$ cat src/rtl/scic_io_pkg.sv
// rtl/scic_io_pkg.sv - shared widths and debounce lengths for the SCIC board I/O
package scic_io_pkg;

    localparam int SWITCH_WIDTH          = 4;
    localparam int LED_WIDTH             = 4;
    localparam int DEBOUNCE_CYCLES_SIM   = 4;
    localparam int DEBOUNCE_CYCLES_BOARD = 1_000_000;

    // Counter must hold 0..cycles-1; a single-cycle debounce still needs one bit.
    function automatic int counter_width(input int cycles);
        return (cycles > 1) ? $clog2(cycles) : 1;
    endfunction

endpackage

$ cat src/rtl/debounce_bit.sv
// rtl/debounce_bit.sv - two-flop synchronizer plus run-length debounce for one switch bit
module debounce_bit
    import scic_io_pkg::*;
#(
    parameter int DEBOUNCE_CYCLES = DEBOUNCE_CYCLES_SIM
) (
    input  logic clock,
    input  logic reset,
    input  logic raw,
    output logic stable,
    output logic update
);

    localparam int              CW   = counter_width(DEBOUNCE_CYCLES);
    localparam logic [CW-1:0]   LAST = CW'(DEBOUNCE_CYCLES - 1);

    logic          sync1;
    logic          sync2;
    logic [CW-1:0] cnt;

    // High on the edge where stable takes the new value; decoded from registers only.
    assign update = (sync2 != stable) && (cnt == LAST);

    always_ff @(posedge clock) begin
        if (reset) begin
            sync1  <= 1'b0;
            sync2  <= 1'b0;
            cnt    <= '0;
            stable <= 1'b0;
        end else begin
            sync1 <= raw;
            sync2 <= sync1;
            if (sync2 == stable) begin
                cnt <= '0;
            end else if (update) begin
                stable <= sync2;
                cnt    <= '0;
            end else begin
                cnt <= cnt + 1'b1;
            end
        end
    end

endmodule

$ cat src/rtl/switch_conditioner.sv
// rtl/switch_conditioner.sv - per-bit debounce of raw slide switches with change pulse and pending flag
module switch_conditioner
    import scic_io_pkg::*;
#(
    parameter int WIDTH           = SWITCH_WIDTH,
    parameter int DEBOUNCE_CYCLES = DEBOUNCE_CYCLES_SIM
) (
    input  logic             clock,
    input  logic             reset,
    input  logic [WIDTH-1:0] switches_raw,
    input  logic             switch_ack,
    output logic [WIDTH-1:0] switches,
    output logic             changed,
    output logic             pending
);

    logic [WIDTH-1:0] update_bits;

    for (genvar i = 0; i < WIDTH; i++) begin : g_bit
        debounce_bit #(
            .DEBOUNCE_CYCLES(DEBOUNCE_CYCLES)
        ) u_bit (
            .clock  (clock),
            .reset  (reset),
            .raw    (switches_raw[i]),
            .stable (switches[i]),
            .update (update_bits[i])
        );
    end

    // A new value beats a simultaneous ack so the core never misses it.
    always_ff @(posedge clock) begin
        if (reset) begin
            changed <= 1'b0;
            pending <= 1'b0;
        end else begin
            changed <= |update_bits;
            if (|update_bits) begin
                pending <= 1'b1;
            end else if (switch_ack) begin
                pending <= 1'b0;
            end
        end
    end

endmodule

$ cat config.mk
export PLATFORM = sky130hd
export DESIGN_NAME = switch_conditioner
export DESIGN_NICKNAME = d
export VERILOG_FILES = /design/src/rtl/scic_io_pkg.sv /design/src/rtl/debounce_bit.sv /design/src/rtl/switch_conditioner.sv
export SDC_FILE = /design/constraint.sdc
export NUM_CORES = 1
export LEC_CHECK = 0
export BUFFER_PORTS_ARGS = -buffer_cell sky130_fd_sc_hd__buf_2
export CAP_MARGIN = 5
export CORE_MARGIN = 10
export CORE_UTILIZATION = 50
export CTS_BUF_LIST = sky130_fd_sc_hd__clkbuf_4 sky130_fd_sc_hd__clkbuf_8
export DETAILED_ROUTE_END_ITERATION = 10
export GPL_ROUTABILITY_DRIVEN = 0
export GPL_TIMING_DRIVEN = 0
export HOLD_SLACK_MARGIN = 0.08
export PLACE_DENSITY = 0.79
export SLEW_MARGIN = 10
export SYNTH_ARGS = -nofsm -noshare
export SYNTH_HDL_FRONTEND = slang
export SYNTH_SLANG_ARGS = --single-unit
$ cat constraint.sdc
create_clock -name clock -period 2.6 [get_ports clock]
set_input_delay 0 -clock clock [delete_from_list [all_inputs] [get_ports clock]]
set_output_delay 0 -clock clock [all_outputs]
set_load 0.02 [all_outputs]
# == Word level (Yosys, flattened, before mapping) ==
# Cells that the tools add are included.
# word_totals
reg_bits,22
latchBits,0
ramBits,0
romBits,0
input_bits,7
word_cells,54
mem_count,0
# classes
n_addsub,4
n_mul,0
n_div,0
order_cmp,0
eq_ne,12
shifts,0
muxes,2
bitwise_logic,4
reduce_logical,14
# ops
operator,n
OR reduction 3 bit,4
"adder 2 x 1 -> 2 bit, second input constant",4
"== test 2 bit, second input constant",4
AND reduction 2 bit,4
== test 1 bit,4
logical AND 1 bit,4
!= test 1 bit,4
NOT 1 bit,4
OR reduction 4 bit,1
2-to-1 mux 1 bit,2
nonzero test 2 bit,1

# == Logic depth before layout (Yosys ltp) ==
# depth
depth_word,4
depth_mapped,4

# == Modules after synthesis ==
# From an unflattened synthesis, not the netlist that was laid out.
# unflattened
cells_unflattened,66
hier_area_um2,775.7
# modules_own_cells
mod,instances,cells_per_inst,area_per_inst_um2,seq_area_each_um2
debounce_bit,4,15,173.9,100.1
switch_conditioner,1,6,80.1,40.0

# == Worst setup path after synthesis ==
# No wires, ideal clock.
# synth_timing
path_type,reg2reg
from,register g_bit[2].u_bit.cnt[0]
to,register pending
setup_time_ps,75
arrival_ps,908
path_slack_ps,1618
stages_incl_launch_ff,5
path_buffers,0
synth_period_minus_slack_ps,982
cell_sequence,dfxtp_1 > ha_1 > inv_1 > o22a_1 > a31oi_1
# synth_between
elab_chain_len,4
# synth_lines
item,line_no,text
"start, declared",debounce_bit.sv:19,logic [CW-1:0] cnt;
"start signal, assigned",debounce_bit.sv:39,cnt <= cnt + 1'b1;
== test 2 bit (*),debounce_bit.sv:22,assign update = (sync2 != stable) && (cnt == LAST);
logical AND 1 bit (*),debounce_bit.sv:22,
OR reduction 4 bit (*),switch_conditioner.sv:38,if (|update_bits) begin
2-to-1 mux 1 bit / nonzero test 2 bit (equally long branches),n/a,
"end signal, assigned",switch_conditioner.sv:35,pending <= 1'b0;
"end signal, assigned",switch_conditioner.sv:39,pending <= 1'b1;
"end signal, assigned",switch_conditioner.sv:41,pending <= 1'b0;
"end, declared",switch_conditioner.sv:14,output logic pending
# Every way passes the cells marked *; elsewhere a longest branch is shown, timed or not.
# A chain may end at the register's enable or synchronous reset.

# == Final worst setup path ==
# Ends and elaborated chain as after synthesis.

==> metrics.txt <==
remaining antenna violation count=0; area grow syn2layout=22.6%; mapped cell area=779 um2; H-Tree Depth=1; main combinational cell family by area after synthesis=simple AND/OR/NAND/NOR gates; adder-cell area share of the yosys netlist=6.42%; post-synth net total=80; Tot Pwr=around 0.56 mW; vias in the first global route=554; layout cell share with drive strength beyond 1=23.1%; largest net degree at the start of global routing=13; hold slack=approximately 0.43 ns; outcome=finished, final reports clean; CTS Sinks=22; Hold Buf Count CTS=6; CP Data Arrival Time=between 1 and 1.5 ns; n_diodes=0; P_leak=about 0.4 nW; postcts setup bufs=0; Setup WS post-layout=between 1 and 1.5 ns; post-detail-place hpwl=863 um; die area=3540 um2; Final Critical Period=1.11 ns; 1st-iter DRT viols=6; Syn. warnings=0; DR WL met2=roughly 560 um; Post-Place Cells=just under 100; Fmax=905 MHz; Max Slew Vio Count=0; max layer used=met4; final hold vios=0; core region area=1490 um2; final cell count without fillers=107; Worst Skew=0.00275 ns; Detailed Routing Iterations Pass 1=4; critical path endpoint category=register; simple-gate share of the synthesized area=16.9%; Hold WC Path Type=reg2reg; count of state elements after synthesis=22; final setup fails=0; routed wl met3=97 um; number of buffers created by CTS=3; Post-Syn Area per Cell=11.3 um2; Slew @ Worst Pin=0.483 ns; post-route setup TNS=0 ns; I/O pin cnt=13; gr usage total=8.07%; cells resized by post-CTS repair=0; Netlist cell types=16; GRT overflow=0; input/output buffers=12; final net count=103; max cap viols=0; Max VDD drop=0.421 mV; Slew headroom=about two thirds; post-synth top area share=56.5%; Root Buffer=clkbuf_4; Area contributors post-synth=dfxtp_1, ha_1, nor2b_1; multiplexer share of the synthesized area=5.14%; cell taking the most area after synthesis=dfxtp_1; initial antenna violation count=0; Initial Util=52.4%; Startpoint Class=register; WL met1=579 um; post-synthesis compound-gate area fraction=3.69%; Max Root-Sink Buffers=2; via count=528; CTS tree=done; Post-route DRC=0; post-place setup slack=1.52 ns; ratio of final minimum period to clock period=42.5%; CP Data Required Time=2.84 ns; clk_lat worst skew=0.30 ns; Reg clk slew, reported paths=0.11 ns; xor/xnor share of the synthesized area=4.49%; Synth Instances=69; critical path type=reg2reg; Rows=14; WL/cell=11.8 um; RSZ-0062 raised after global routing=no; first-pass GRT wire length=2190 um; Chip Height=59.5 um; PwrDens=584 nW/um2; CP max FO=4; Die Width=59.5 um; final WL=roughly 1300 um; post-DR vias/cell=4.93; Seq/Total Area, Yosys=between 50% and 60%
-- critical path: stages, from the launching register on --
cell and delay, ns:
dfxtp_1 0.35, ha_1 0.24, inv_1 0.06, o22a_1 0.23, a31oi_1 0.17
-- through the flow --
| stage | utilization [%] | cell area (um2) |
|---|---|---|
| global placement | 57.7 | 860 |
| global route | 64.2 | 956 |
| CTS | 64.2 | 956 |
| detailed placement | 57.7 | 860 |
| finish | 64.2 | 956 |
| floorplan | - | 779 |
-- cell usage after synthesis --
cell type   n
a21oi_1     1
a31oi_1     1
buf_2       1
buf_4       4
clkbuf_1    1
dfxtp_1    22
ha_1        4
inv_1       4
mux2i_1     4
nand2b_1    1
nor2_1      4
nor2b_1     8
nor4_1      4
nor4b_1     4
o22a_1      2
xnor2_1     4
-- worst paths after layout --
path / endpoint / slack (ns) / cells after the start / from
min reg2reg: g_bit[2].u_bit.cnt[0] / 0.43 / 1 / g_bit[2].u_bit.cnt[0]
max reg2reg: pending / 1.49 / 4 / g_bit[2].u_bit.cnt[0]
min: g_bit[2].u_bit.cnt[0] / 0.43 / 1 / g_bit[2].u_bit.cnt[0]
max: pending / 1.49 / 4 / g_bit[2].u_bit.cnt[0]
-- power breakdown --
| group | switching, mW | internal, mW | total, mW |
|---|---|---|---|
| combinational | 0.0112 | 0.0161 | 0.0272 |
| clock | 0.0974 | 0.0855 | 0.183 |
| sequential | 0.00328 | 0.345 | 0.348 |
-- flip-flops by register name, summed over array words and instances, names as in the netlist --
name,count
g_bit.u_bit.stable,4
g_bit.u_bit.sync1,4
g_bit.u_bit.cnt,8
g_bit.u_bit.sync2,4
changed,1
pending,1
-- layout by cell type, fill, tap and decap left out, drive strengths merged, types with 4 or more instances in the layout --
master       count
mux2i            4
nor2b            8
dlygate4sd3      6
clkbuf           5
nor4             4
inv              4
nor2             4
ha               4
nor4b            4
xnor2            4
buf             17
dfxtp           22
-- logic make-up after synthesis --
| group | Yosys count |
|---|---|
| and+or+nand+nor | 21 |
| buffers and inverters | 10 |
| xor gates and xnor gates | 4 |
| DFF | 22 |
| muxes | 4 |
| adders and majority gates | 4 |
| AOI/OAI and AO/OA | 4 |
-- metal layers --
metal,global-route usage [%],up-vias
met5,0,-
met4,5.90,0
met3,3.43,4
met2,13.5,14
met1,7.66,236
li1,-,274
-- area by class of cell --
type,instances,area [um2]
fillers,110,533
flip-flops and latches,22,440
multi-input cells,37,285
repair buffers,18,120
plain buffers,6,38.8
clock buffers,4,36.3
well taps,16,20.0
inverters,4,15.0
(Power assumes the default switching activity.)
